--- src/rtl/br_flow_mux_wrr_stable.sv ---
// -----------------------------------------------------------------------------
// br_flow_mux_wrr_stable
//
// Weighted round-robin flow mux with a registered pop side. NumFlows push
// flows share one pop interface. The flow that starts a burst may keep the
// grant for up to max(config_weight[flow],1) consecutive transfers. After
// that, the grant rotates to the next valid flow in cyclic order.
//
// Handshake rule (push and pop): a beat moves on a rising clk edge where
// valid && ready are both high. pop_valid/pop_data come from a register and
// hold steady while pop_valid && !pop_ready. push_ready may change from
// cycle to cycle. It is never high for a flow that is not the current
// grant.
//
// Ports:
//   clk            clock
//   rst            synchronous, active-high reset
//   config_weight  per-flow burst length, NumFlows x WeightWidth; 0 counts as 1
//   push_ready     per-flow ready, one-hot or zero
//   push_valid     per-flow valid
//   push_data      per-flow data, NumFlows x Width
//   pop_ready      downstream ready
//   pop_valid      registered valid
//   pop_data       registered data
//
// Legal parameters: NumFlows >= 2, Width >= 1, MaxWeight >= 1.
// WeightWidth is derived from MaxWeight. Do not override it.
// -----------------------------------------------------------------------------
module br_flow_mux_wrr_stable #(
  parameter int NumFlows    = 2,
  parameter int Width       = 1,
  parameter int MaxWeight   = 4,
  parameter int WeightWidth = $clog2(MaxWeight + 1)
) (
  input  logic                            clk,
  input  logic                            rst,
  input  logic [NumFlows*WeightWidth-1:0] config_weight,
  output logic [NumFlows-1:0]             push_ready,
  input  logic [NumFlows-1:0]             push_valid,
  input  logic [NumFlows*Width-1:0]       push_data,
  input  logic                            pop_ready,
  output logic                            pop_valid,
  output logic [Width-1:0]                pop_data
);

  localparam int IdxWidth = $clog2(NumFlows);
  localparam logic [IdxWidth-1:0]    LastFlow  = IdxWidth'(NumFlows - 1);
  localparam logic [WeightWidth-1:0] WeightOne = WeightWidth'(1);
  localparam logic [WeightWidth-1:0] WeightMax = WeightWidth'(MaxWeight);

  // Arbitration state. sticky means "owner still has burst credit";
  // burst_cnt counts the remaining credit after the current beat.
  logic [IdxWidth-1:0]    owner;
  logic                   sticky;
  logic [WeightWidth-1:0] burst_cnt;

  logic                   can_accept;
  logic                   owner_valid;
  logic                   grant_valid;
  logic [IdxWidth-1:0]    grant;
  logic [Width-1:0]       grant_data;
  logic [WeightWidth-1:0] grant_weight;
  logic [WeightWidth-1:0] reload_cnt;
  logic                   start_burst;
  logic                   push_xfer;

  logic [2*NumFlows-1:0]  valid_doubled;
  logic [NumFlows-1:0]    valid_rot;
  logic [IdxWidth:0]      rot_amt;
  int                     scan_idx;

  assign can_accept = !pop_valid || pop_ready;

  // Rotate push_valid so bit j is the flow at owner+1+j (mod NumFlows).
  // The lowest set bit is then the round-robin winner. The owner lands in
  // the top bit, so it is checked last.
  always_comb begin
    valid_doubled = {push_valid, push_valid};
    rot_amt       = {1'b0, owner} + (IdxWidth + 1)'(1);
    valid_rot     = NumFlows'(valid_doubled >> rot_amt);
  end

  always_comb begin
    owner_valid = 1'b0;
    for (int i = 0; i < NumFlows; i++) begin
      if (IdxWidth'(i) == owner) owner_valid = push_valid[i];
    end
  end

  // Grant selection. A burst in progress keeps the grant only while the
  // owner is valid. Otherwise the grant falls through to round-robin from
  // owner+1 in the same cycle, so dropping valid costs no bubble.
  always_comb begin
    grant_valid = 1'b0;
    grant       = owner;
    scan_idx    = 0;
    if (sticky && owner_valid) begin
      grant_valid = 1'b1;
    end else begin
      for (int j = NumFlows - 1; j >= 0; j--) begin
        if (valid_rot[j]) begin
          grant_valid = 1'b1;
          scan_idx    = int'(owner) + 1 + j;
        end
      end
      if (scan_idx >= NumFlows) scan_idx = scan_idx - NumFlows;
      if (grant_valid) grant = IdxWidth'(scan_idx);
    end
  end

  always_comb begin
    grant_data   = '0;
    grant_weight = '0;
    for (int i = 0; i < NumFlows; i++) begin
      if (IdxWidth'(i) == grant) begin
        grant_data   = push_data[i*Width +: Width];
        grant_weight = config_weight[i*WeightWidth +: WeightWidth];
      end
    end
  end

  always_comb begin
    push_ready = '0;
    for (int i = 0; i < NumFlows; i++) begin
      push_ready[i] = can_accept && grant_valid && !rst && (IdxWidth'(i) == grant);
    end
  end

  assign push_xfer   = can_accept && grant_valid && !rst;
  assign start_burst = (grant != owner) || !sticky;
  // Weight 0 behaves as 1, so the reload value (weight-1) is 0 in both cases.
  assign reload_cnt  = (grant_weight == '0) ? '0 : grant_weight - WeightOne;

  always_ff @(posedge clk) begin
    if (rst) begin
      owner     <= LastFlow;
      sticky    <= 1'b0;
      burst_cnt <= '0;
      pop_valid <= 1'b0;
      pop_data  <= '0;
    end else begin
      if (push_xfer) begin
        pop_valid <= 1'b1;
        pop_data  <= grant_data;
        if (start_burst) begin
          owner     <= grant;
          burst_cnt <= reload_cnt;
          sticky    <= (reload_cnt != '0);
        end else begin
          burst_cnt <= burst_cnt - WeightOne;
          sticky    <= (burst_cnt != WeightOne);
        end
      end else begin
        if (pop_ready) pop_valid <= 1'b0;
        // Owner went idle while the output could take a beat: the burst
        // is forfeited. Under backpressure the credit is kept.
        if (can_accept && sticky && !owner_valid) sticky <= 1'b0;
      end
    end
  end

`ifndef SYNTHESIS
  a_push_ready_onehot0 : assert property (@(posedge clk) disable iff (rst)
    $onehot0(push_ready));
  a_pop_data_stable : assert property (@(posedge clk) disable iff (rst)
    (pop_valid && !pop_ready) |=> $stable(pop_data));
  a_burst_cnt_range : assert property (@(posedge clk) disable iff (rst)
    burst_cnt < WeightMax || MaxWeight == 0);
  a_no_xfer_when_full : assert property (@(posedge clk) disable iff (rst)
    !can_accept |-> ((push_ready & push_valid) == '0));
  for (genvar gi = 0; gi < NumFlows; gi++) begin : g_weight_chk
    a_weight_legal : assert property (@(posedge clk) disable iff (rst)
      config_weight[gi*WeightWidth +: WeightWidth] <= WeightMax);
  end
`endif

endmodule

--- config.mk ---
export PLATFORM = sky130hd
export DESIGN_NAME = br_flow_mux_wrr_stable
export DESIGN_NICKNAME = d
export VERILOG_FILES = /design/src/rtl/br_flow_mux_wrr_stable.sv
export SDC_FILE = /design/constraint.sdc
export NUM_CORES = 1
export LEC_CHECK = 0
export CAP_MARGIN = 5
export CORE_MARGIN = 5
export CORE_UTILIZATION = 45
export DETAILED_ROUTE_END_ITERATION = 8
export PLACE_DENSITY = 0.75
export SLEW_MARGIN = 20
export SYNTH_ARGS = -nofsm -noshare
export SYNTH_HDL_FRONTEND = slang
export SYNTH_SLANG_ARGS = --single-unit
--- constraint.sdc ---
create_clock -name clk -period 4.3 [get_ports clk]
set_clock_uncertainty 0.2 [all_clocks]
set_input_delay 0.43 -clock clk [delete_from_list [all_inputs] [get_ports clk]]
set_output_delay 0.43 -clock clk [all_outputs]
set_load 0.01 [all_outputs]
==> results summary, run 1 <==
The number of antenna violations at the first check in global routing is 0. The worst relative slew slack came out at 0.712. The number of buffers added by the clock tree synthesis step is 3. In the routed design, unresolved DRC markers number 0. The cell family contributing the most delay on the critical path is buffers and inverters.

The number of enable flip-flop cells after synthesis is 0. The initial utilization of the core area, before any placement, comes to 0.492. In the post-synthesis netlist, the biggest area contributors are dfxtp_1 (21%), ha_1 (7.6%), inv_1 (5.2%).

The number of violations reported at the end of detailed-routing iteration 0 came out at 9. The detailed-route wire length per cell is 13.0 um. In the routed layout, each cell is associated on average with a via count of between 5 and 6. The wire length of the first global-routing pass came out at 2390 um. The die outline width came out at 48.2 um. The number of nets at the end of the flow came out at 117.

The top-level I/O count came out at 17. The cell depth of the worst hold path came out at 2. The global router's overall resource usage is 0.152. The routed via count is 624.

By startpoint and endpoint, the worst setup path is classified as input port to primary output. The leakage power total came out at 0.000349 uW. The total of cells resized after clock tree synthesis came out at 0. Summed over all layers, the global routing overflow is 0. In the post-route analysis, the smallest setup slack over all paths is approximately 1.3 ns. The number of optimization iterations in the first detailed-route pass came out at 4. The number of sinks on the clock net came out at 7. The post-detailed-route count of antenna-violating nets came out at 0. The placement row count came out at 13. In this run the standard cell core region covers 1330 sq um.

The max-cap violation count is 0. The fraction of the cycle the final worst path needs came out at 0.695. TritonCTS built the clock tree. The via count of the first global-routing pass is 570. The die covers 2320 sq um. The worst endpoint required time is 3.67 ns. The transition at the pin with the smallest max-transition slack is 0.431 ns. The leading area contributor after synthesis is dfxtp_1. The maximum buffer depth of the clock tree is 2. The aggregate routed wire length came out at 1480 um. The cts-stage hold buffer count is 0. The number of nets produced by synthesis is 100. Based on the critical path, the design can be clocked at up to roughly 330 MHz. The number of failing setup endpoints in the final timing report is 0. The share of the synthesized area in the top cell type is 0.214. The clock latency of the later-clocked register in the worst-skew pair is roughly 0.25 ns. The worst setup path is captured at a primary output.

Setup repair after global routing left no endpoint under its margin. The sequential share of the synthesized area is 0.214. The die is between 40 and 50 um tall. The startpoint kind of the worst setup timing path is an input port. The path type of the worst min-delay path is flip-flop to flip-flop. Summing internal, switching and leakage power gives 268 uW. The final period demand of the worst path is 2.99 ns.

The share of post-route cells with drive strength above 1 is 0.0808. The number of H-tree levels came out at 1. CTS placed an instance of clkbuf_4 at the clock tree root. The total power per unit cell area came out at ~320 nW/um^2. The flow ran to the end, and the final reports show no timing, DRC or antenna violations. The antenna diode count is 0. The data arrival time of the critical path came out at 2.36 ns. After synthesis, the mean cell area works out to around 8 sq um.

The placed wire-length estimate is 1150 um. On the worst path, the slowest cell contributes a delay of 0.73 ns. The maximum number of pins on one net before global-route repair is 14. The post-CTS clock slew at the launch and capture registers of the worst setup and hold paths came out at 0.06 ns.

Among all flip-flop cells after synthesis, the most frequent one is dfxtp_1. The synthesized netlist occupies a cell area of about 660 sq um. In this run the post-CTS setup repair buffer count came out at 0. The critical path goes through clkdlybuf4s50_1 -> nor2_1 -> nor3_1 -> buf_4 -> and2_1 -> clkdlybuf4s50_1. The count of buffers added on input and output ports is 16.

The length in cells of the worst reg-to-reg path came out at 8. The distinct cell type count after synthesis came out at 40. The slowest stage of the critical path is the clkdlybuf4s50_1 cell.

The aggregate negative setup slack is 0 ns. The logic depth of the worst setup path including buffers came out at 6. The synthesized design contains 7 register bits.

The Yosys warning count is 0. The count of final max-slew check failures came out at 0. The share of synthesized registers carrying an async set or reset is 0. Leaving out fill and tap cells, the most frequent cell in the layout is clkdlybuf4s50_1. The post-synthesis to final-layout area growth came out at 27.1%. Synthesis produced a netlist whose cell count is 83.

The global placer's final weighted congestion came out at 0.778. In the layout the commonest cells are clkdlybuf4s50_1 (16), inv_1 (9), nor2_1 (8), dfxtp_1 (7). The number of buffer and inverter instances along the worst setup path came out at 3. The maximum fanout count along the critical path is 13. The count of endpoints failing hold in the final timing report is 0.

The cell that appears most often on the critical path is clkdlybuf4s50_1. The worst vdd rail ir drop is 0.000165 V. OpenSTA, run right after detailed placement, puts the worst setup slack at 1.33 ns.
==> cell families after synthesis <==
family	count (synthesis)	synth area share
and+or+nand+nor	28	0.227
AOI/OAI and AO/OA	26	0.305
buffers and inverters	14	0.105
DFF	7	0.214
adders and majority gates	4	0.0763
muxes	3	0.0477
xor gates and xnor gates	1	0.0248
==> through the flow <==
| step | hold WS [ns] | area, sq um | std cells | util |
|---|---|---|---|---|
| finish | 0.302 | 833 | 114 | 0.625 |
| detailed placement | 0.293 | 807 | 110 | 0.605 |
| global placement | 0.287 | 807 | 110 | 0.605 |
| CTS | 0.301 | 833 | 114 | 0.625 |
| floorplan | 0.289 | 656 | 83 | - |
| global route | 0.324 | 833 | 114 | 0.625 |
==> final timing paths <==
kind,startpoint,slack [ns],to
setup / recovery,push_valid[1],1.31,push_ready[0]
hold / removal,pop_data,0.30,pop_data
setup reg to reg,owner,1.96,burst_cnt[2]
hold reg to reg,pop_data,0.30,pop_data
==> synthesized netlist by cell type, types with 2 or more instances <==
cell type and number:
nor2b_1 4, nor3_1 3, nand2_1 4, nor2_1 8, ha_1 4, mux2i_1 2, a21boi_0 2, nand2b_1 3
dfxtp_1 7, o32ai_1 2, a22oi_1 2, inv_1 9, buf_4 2, a21o_1 2, o21ai_0 4
==> report_power, final <==
group	switching (uW)	internal [uW]	total (uW)
logic	59.6	61.6	121
registers	9.96	74.0	84.0
clock network	27.2	35.6	62.8
total	96.8	171	268
==> sequential cells by signal, indices dropped and copies added, names as in the netlist <==
signal and count:
burst_cnt 3, owner 1, pop_data 1, pop_valid 1, sticky 1
==> layer usage <==
layer / up-vias / share of wire / track usage / wire length [um]
li1: 328 / - / - / -
met1: 284 / 0.48 / 0.186 / 703
met2: 10 / 0.47 / 0.240 / 696
met3: 2 / 0.042 / 0.0443 / 62
met4: 0 / 0.011 / 0.0806 / 16
met5: - / 0 / 0 / 0
==> final cells by class <==
type | instances | area [sq um]
Clock buffer | 4 | 26.3
Fill cell | 129 | 500
Inverter | 9 | 33.8
Multi-Input combinational cell | 62 | 447
Sequential cell | 7 | 140
Tap cell | 15 | 18.8
Timing Repair Buffer | 17 | 168
==> tightest hold or removal path, cell delays in order, from the launching register on <==
cell and delay, ns:
dfxtp_1 0.31, nor2_1 0.10, a211oi_1 0.05
(Power assumes the default switching activity.)
==> run 2, diff against run 1 <==
--- a/config.mk
+++ b/config.mk
@@ -7,9 +7,9 @@
 export LEC_CHECK = 0
 export CAP_MARGIN = 5
 export CORE_MARGIN = 5
-export CORE_UTILIZATION = 45
+export CORE_UTILIZATION = 42
 export DETAILED_ROUTE_END_ITERATION = 8
-export PLACE_DENSITY = 0.75
+export PLACE_DENSITY = 0.73
 export SLEW_MARGIN = 20
 export SYNTH_ARGS = -nofsm -noshare
 export SYNTH_HDL_FRONTEND = slang
==> constraint.sdc (replaced) <==
create_clock -name clk -period 2.5 [get_ports clk]
set_clock_uncertainty 0.2 [all_clocks]
set_input_delay 0.25 -clock clk [delete_from_list [all_inputs] [get_ports clk]]
set_output_delay 0.25 -clock clk [all_outputs]
set_load 0.01 [all_outputs]
==> run 2 against run 1 <==
  * Flip-flop and latch count unchanged
  * Clock-buffer cell count decreased by 1
  * Clock power increased by 66%
  * Critical path type is now flip-flop to primary output
  * Global-route usage decreased by 2.5 points
  * Largest cell class unchanged
==> results summary, run 2 (synthesized netlist as in run 1, its figures left out) <==
The total grt overflow is 0 (unchanged). The aggregate negative setup slack came to 0 ns (unchanged). The internal power of the cells is 313 uW (was 171 uW). The final period demand of the worst path is 2.28 ns. The area of the die came out at 2450 sq um (was 2320 sq um).

The number of nets at the end of the flow is 126 (was 117). The setup fix buffers added after clock tree synthesis came out at 0 (unchanged). The clock tree from TritonCTS was yes (unchanged). The worst relative slew slack is 0.711 (was 0.712). The worst slack at placement came out at -0.0429 ns (was 1.33 ns). The critical path capture point type is a primary output (unchanged).

The startpoint kind of the worst setup timing path was a flip-flop (was input port). The routed via count came out at 639 (was 624). The number of failing setup endpoints in the final timing report is 0 (unchanged).

The post-CTS clock slew at the launch and capture registers of the worst setup and hold paths is 0.06 ns (about the same). The initial core utilization is 0.440 (was 0.492). The combinational share of power came to 0.486 (was 0.452). The kind of critical path was flip-flop to primary output (was input port to primary output). Unrepaired setup endpoints after global routing: false (unchanged).

Commonest cells after routing, fill and taps aside: clkdlybuf4s50_1 (14), buf_4 (10), inv_1 (9), nor2_1 (8), dfxtp_1 (7) (was clkdlybuf4s50_1 (16), inv_1 (9), nor2_1 (8), dfxtp_1 (7)). The max-cap violation count is 0 (unchanged). The worst vdd rail ir drop is 0.000416 V (was 0.000165 V). The share of total power in the clock network is 0.215 (was 0.234).

The slowest library cell on the worst path was clkdlybuf4s50_1 (unchanged). The leakage power total is 0.000407 uW (was 0.000349 uW). The most frequent standard cell in the layout excluding fill and tap cells is clkdlybuf4s50_1 (unchanged). The number of buffers added by the clock tree synthesis step is 3 (unchanged). The met1 global-route usage is 0.172 (was 0.186). The number of sinks on the clock net came out at 7 (unchanged).

The number of H-tree levels came to 1 (unchanged). The met2 layer usage reported by global route came to 0.193 (was 0.240). The count of final max-slew check failures came out at 0 (unchanged). The remaining design rule violation count is 0 (unchanged). The sequential fraction of design power was 0.298 (was 0.313). The number of antenna violations at the first check in global routing came to 0 (unchanged). The share of post-route cells with drive strength above 1 came to 0.185 (was 0.0808). The final instance area was 912 sq um (was 833 sq um).

The maximum fanout count along the critical path is 8 (was 13). The post-detailed-route count of antenna-violating nets came out at 0 (unchanged). The fraction of the cycle the final worst path needs came out at 0.913.

The kind of cell adding the most delay to the critical path is buffers and inverters (unchanged). The via count of the first global-routing pass came out at 565 (was 570). The number of standard cells in the final layout excluding fillers came out at 124 (was 114). The clock latency of the later-clocked register in the worst-skew pair came to 0.26 ns (was 0.25 ns). The per-cell via count in the routed design is 5.15 (was 5.47). Derived from the worst setup path, the maximum achievable clock frequency is 438 MHz. The post-synthesis to final-layout area growth is 39.1% (was 27.1%). Outcome: complete, no violations (unchanged).

The total placed instance area is 876 sq um (was 807 sq um). The wire length of the first global-routing pass came out at 2540 um (was 2390 um). The proportion of total power due to net switching came out at 0.352 (was 0.361). The number of buffer and inverter instances along the worst setup path came out at 1 (was 3). The most flop-heavy register is burst_cnt (unchanged). The count of endpoints failing hold in the final timing report came out at 0 (unchanged).

The maximum buffer depth of the clock tree is 2 (unchanged). The number of input and output port buffers inserted was 16 (unchanged). Critical path, cell by cell: o21ai_0 -> a22oi_2 -> and2_4 -> clkdlybuf4s50_1 (was clkdlybuf4s50_1 -> nor2_1 -> nor3_1 -> buf_4 -> and2_1 -> clkdlybuf4s50_1). The placement row count is 14 (was 13).

The maximum number of pins on one net before global-route repair is 12 (was 14). The path type of the worst min-delay path is input port to flip-flop (was flip-flop to flip-flop). The critical path's largest stage delay is 0.53 ns (was 0.73 ns). The number of flip-flops under the largest register name came out at 3 (unchanged). The worst endpoint required time is 2.05 ns (was 3.67 ns). The antenna diode count is 0 (unchanged). The number of placed cells counting well taps was 120 (was 110). The height of the chip came to 49.5 um (was 48.2 um). The number of optimization iterations in the first detailed-route pass is 4 (unchanged). The power after layout came out at 482 uW (was 268 uW). The core box area came out at 1490 sq um (was 1330 sq um). The number of violations reported at the end of detailed-routing iteration 0 was 14 (was 9). The power spent charging and discharging nets was 170 uW (was 96.8 uW). The placed wire-length estimate came to 1180 um (was 1150 um). The cts-stage hold buffer count came out at 0 (unchanged). The aggregate routed wire length is 1480 um (about the same). The post-route worst setup slack came out at 0.218 ns (was 1.31 ns). The busiest layer in global routing is met2 (unchanged). The detailed-route wire length per cell is 11.9 um (was 13.0 um).

The data arrival time of the critical path is 1.83 ns (was 2.36 ns). The total power per unit cell area came to 529 nW/um^2 (was 322 nW/um^2). The cell chosen for the clock root was clkbuf_4 (unchanged). The die outline width was 49.5 um (was 48.2 um).

The global placer's final weighted congestion is 0.699 (was 0.778). The top-level I/O count was 17 (unchanged). The transition at the pin with the smallest max-transition slack came to 0.428 ns (was 0.431 ns). The global router's overall resource usage is 0.127 (was 0.152). The met3 track demand over resource in global routing is 0.0452 (was 0.0443).
run 2: cell type report:
class / count / area [sq um]
fillers: 140 / 577
multi-input cells: 62 / 454
repair buffers: 26 / 236
flip-flops and latches: 7 / 140
inverters: 9 / 33.8
clock buffers: 3 / 22.5
well taps: 16 / 20.0
clock inverters: 1 / 5.00
run 2: worst register-to-register path, cell delays in order (launching register included):
cell,delay [ns]
dfxtp_1,0.49
xnor2_2,0.20
mux2i_1,0.27
or2_4,0.15
nand2_1,0.07
ha_1,0.22
nor2_1,0.15
o2111ai_1,0.12
a21o_1,0.17
o211a_1,0.11
run 2: path summary, 6_finish.rpt:
kind / start / to / slack [ns] / cells after the start
max reg2reg: owner / sticky / 0.25 / 9
min reg2reg: pop_data / pop_data / 0.30 / 2
min: push_valid[0] / pop_valid / 0.25 / 4
max: owner / push_ready[0] / 0.22 / 4
run 2: power by group through the flow:
stage | clock network (uW) | logic [uW] | registers (uW)
floorplan | 0 | 158 | 141
global placement | 0 | 228 | 146
detailed placement | 0 | 231 | 146
CTS | 107 | 233 | 144
global route | 113 | 263 | 146
finish | 104 | 235 | 144
run 2: timing repair:
item	CTS	global route
setup endpoints to repair	2	2
resized for setup	1	3
pin swaps	0	1
hold endpoints to repair	0	0
run 2: through the flow:
step,hold slack [ns],utilization
4_1_cts,0.300,0.606
3_5_place_dp,0.293,0.588
3_3_place_gp,0.286,0.588
2_1_floorplan,0.284,-
6_report,0.250,0.613
5_1_grt,0.322,0.613
run 2: metal layers:
metal	vias to the layer above	wire length, um
li1	348	-
met1	280	757
met2	11	651
met3	0	68
met4	0	0
met5	-	0
==> run 3, diff against run 2 <==
--- a/config.mk
+++ b/config.mk
@@ -7,9 +7,9 @@
 export LEC_CHECK = 0
 export CAP_MARGIN = 5
 export CORE_MARGIN = 5
-export CORE_UTILIZATION = 42
+export CORE_UTILIZATION = 45
 export DETAILED_ROUTE_END_ITERATION = 8
-export PLACE_DENSITY = 0.73
+export PLACE_DENSITY = 0.75
 export SLEW_MARGIN = 20
 export SYNTH_ARGS = -nofsm -noshare
 export SYNTH_HDL_FRONTEND = slang
==> constraint.sdc (replaced) <==
create_clock -name clk -period 2.15 [get_ports clk]
set_clock_uncertainty 0.2 [all_clocks]
set_input_delay 0.215 -clock clk [delete_from_list [all_inputs] [get_ports clk]]
set_output_delay 0.215 -clock clk [all_outputs]
set_load 0.01 [all_outputs]
==> run 3 against run 2 <==
  * Sequential share of layout area is 1.1 points lower
  * Non-clock buffer count is 9 higher
  * Clock power is 11% higher
  * Total power is 32% higher
  * Critical endpoint is now sticky
==> results summary, run 3 (synthesized netlist as in run 1, its figures left out) <==
The number of nets at the end of the flow is 135 (was 126). The routed via count is 713 (was 639). The number of placed cells counting well taps is 126 (was 120). The number of sinks on the clock net was 7 (unchanged). The number of input and output port buffers inserted came out at 16 (unchanged). The slowest library cell on the worst path is dfxtp_4 (was clkdlybuf4s50_1). The kind of cell adding the most delay to the critical path is compound AO/OA/AOI/OAI gates (was buffers and inverters). Timing would allow up to 477 MHz.

Critical path, cell by cell: xnor2_4 -> mux2i_2 -> or2_4 -> nand2_1 -> ha_2 -> nor2_4 -> o2111ai_1 -> a21o_1 -> o211a_1 (was o21ai_0 -> a22oi_2 -> and2_4 -> clkdlybuf4s50_1). The total area of multi-input combinational cells is 493 sq um (was 454 sq um). The global placer's final weighted congestion is 0.792 (was 0.699). The clock latency of the later-clocked register in the worst-skew pair was 0.24 ns (was 0.26 ns). The post-detailed-route count of antenna-violating nets came out at 0 (unchanged).

The data arrival time of the critical path is 2.03 ns (was 1.83 ns). The routed length on met3 came out at 78 um (was 68 um). The initial core utilization came to 0.492 (was 0.440).

The aggregate routed wire length came out at 1850 um (was 1480 um). The total placed instance area is 927 sq um (was 876 sq um). The startpoint kind of the worst setup timing path is a flip-flop (unchanged). The top-level I/O count is 17 (unchanged). The path type of the worst min-delay path is flip-flop to flip-flop (was input port to flip-flop).

The number of buffer and inverter instances along the worst setup path is 0 (was 1). The leakage power total is 0.000459 uW (was 0.000407 uW). The sequential cell area in the final layout is 145 sq um (was 140 sq um).

The number of violations reported at the end of detailed-routing iteration 0 is 16 (was 14). The cell chosen for the clock root was clkbuf_4 (unchanged). The worst hold margin came out at 0.296 ns (was 0.250 ns). The number of H-tree levels is 1 (unchanged).

The area of the die came to 2320 sq um (was 2450 sq um). The max-cap violation count is 0 (unchanged). The remaining design rule violation count was 0 (unchanged). The number of standard cells in the final layout excluding fillers came out at 132 (was 124). The sequential fraction of design power is 0.266 (was 0.298).

The internal power of the cells is 421 uW (was 313 uW). The final period demand of the worst path came out at 2.10 ns. The wire length on met2 came to 1000 um (was 651 um). Outcome: complete, no violations (unchanged). The worst endpoint required time was 2.08 ns (was 2.05 ns). The kind of critical path is flip-flop to flip-flop (was flip-flop to primary output). The maximum fanout count along the critical path came to 5 (was 8).

The total power per unit cell area came out at 628 nW/um^2 (was 529 nW/um^2). The maximum buffer depth of the clock tree was 2 (unchanged). The transition at the pin with the smallest max-transition slack came out at 0.795 ns (was 0.428 ns).

The most flop-heavy register is burst_cnt (unchanged). The fill cell total of the finished layout came out at 110 (was 140). The core box area is 1330 sq um (was 1490 sq um).

The height of the chip came out at 48.2 um (was 49.5 um). The proportion of total power due to net switching came out at 0.340 (was 0.352). The via count of the first global-routing pass is 654 (was 565).

The number of flip-flops under the largest register name is 3 (unchanged). The maximum number of pins on one net before global-route repair is 12 (unchanged). The share of total power in the clock network came out at 0.180 (was 0.215). The placement row count came out at 13 (was 14).

The count of final max-slew check failures came out at 0 (unchanged). The antenna diode count came out at 0 (unchanged). The number of buffers added by the clock tree synthesis step is 3 (unchanged).

The global router's overall resource usage came to 0.167 (was 0.127). The number of antenna violations at the first check in global routing is 0 (unchanged). Commonest cells after routing, fill and taps aside: buf_4 (19), clkdlybuf4s50_1 (12), inv_1 (9), nor2_1 (7), dfxtp_1 (5) (was clkdlybuf4s50_1 (14), buf_4 (10), inv_1 (9), nor2_1 (8), dfxtp_1 (7)). The placed wire-length estimate is 1470 um (was 1180 um). The most frequent standard cell in the layout excluding fill and tap cells is buf_4 (was clkdlybuf4s50_1). The die outline width came to 48.2 um (was 49.5 um).

The critical path's largest stage delay is 0.37 ns (was 0.53 ns). The post-synthesis to final-layout area growth came to 54.8% (was 39.1%). The met1 wire length came to 750 um (was 757 um). The fraction of the core area covered by cells at the end of the flow is 0.761 (was 0.613). The power spent charging and discharging nets came out at 217 uW (was 170 uW). The per-cell via count in the routed design came out at 5.40 (was 5.15).

The top layer used by detailed routing is met4 (was met3). The count of endpoints failing hold in the final timing report came to 0 (unchanged). The clock tree from TritonCTS is yes (unchanged). The share of post-route cells with drive strength above 1 is 0.308 (was 0.185). The post-CTS clock slew at the launch and capture registers of the worst setup and hold paths came out at 0.05 ns (was 0.06 ns).

The fraction of the cycle the final worst path needs came out at 0.975. The number of failing setup endpoints in the final timing report came to 0 (unchanged). The total grt overflow was 0 (unchanged). The critical path capture point type is a flip-flop (was primary output).

The detailed-route wire length per cell is 14.0 um (was 11.9 um). The final instance area is 1010 sq um (was 912 sq um). The wire length of the first global-routing pass is 2670 um (was 2540 um).

The cts-stage hold buffer count came out at 0 (unchanged). The worst vdd rail ir drop came out at 0.000529 V (was 0.000416 V). The number of optimization iterations in the first detailed-route pass came to 4 (unchanged). The combinational share of power came out at 0.554 (was 0.486). The aggregate negative setup slack came out at 0 ns (unchanged). The worst relative slew slack is 0.463 (was 0.711).
==> run 3: stage by stage <==
step,setup slack (ns),power (uW)
6_report,0.0542,638
3_3_place_gp,-0.252,470
2_1_floorplan,0.0322,348
3_5_place_dp,-0.324,482
5_1_grt,-0.0312,689
4_1_cts,0.0302,604
==> run 3: repair_timing <==
| item | 4_1_cts | 5_1_grt |
|---|---|---|
| pin swaps | 1 | 4 |
| resized for setup | 6 | 11 |
| setup buffers | 1 | 1 |
| endpoints found under the setup margin | 4 | 3 |
==> run 3: routing by layer <==
| layer | vias to the layer above | GRT usage |
|---|---|---|
| met3 | 3 | 0.0738 |
| met1 | 323 | 0.163 |
| met2 | 17 | 0.310 |
| met4 | 0 | 0.0538 |
| li1 | 370 | - |
| met5 | - | 0 |
==> run 3: path summary, 6_finish.rpt <==
check / from / to / slack (ns) / cells past startpoint
hold reg to reg: pop_data / pop_data / 0.30 / 2
setup reg to reg: owner / sticky / 0.05 / 9
setup / recovery: owner / sticky / 0.05 / 9
hold / removal: pop_data / pop_data / 0.30 / 2
==> run 3: power by group through the flow <==
stage          clock (uW)  sequential [uW]  combinational, uW
2_1_floorplan           0              164                183
3_3_place_gp            0              166                303
3_5_place_dp            0              166                316
4_1_cts               120              164                320
5_1_grt               132              172                386
6_report              115              169                353
==> run 3: layout make-up <==
class,count,share of cell area
Multi-Input combinational cell,62,0.486
Inverter,9,0.0333
Clock buffer,4,0.0259
Sequential cell,7,0.143
Timing Repair Buffer,35,0.293
Tap cell,15,0.0185
==> run 3: worst register-to-register path, cell delays in order, from the launching register on <==
cell	delay, ns
dfxtp_4	0.37
xnor2_4	0.20
mux2i_2	0.26
or2_4	0.16
nand2_1	0.07
ha_2	0.21
nor2_4	0.09
o2111ai_1	0.12
a21o_1	0.18
o211a_1	0.11
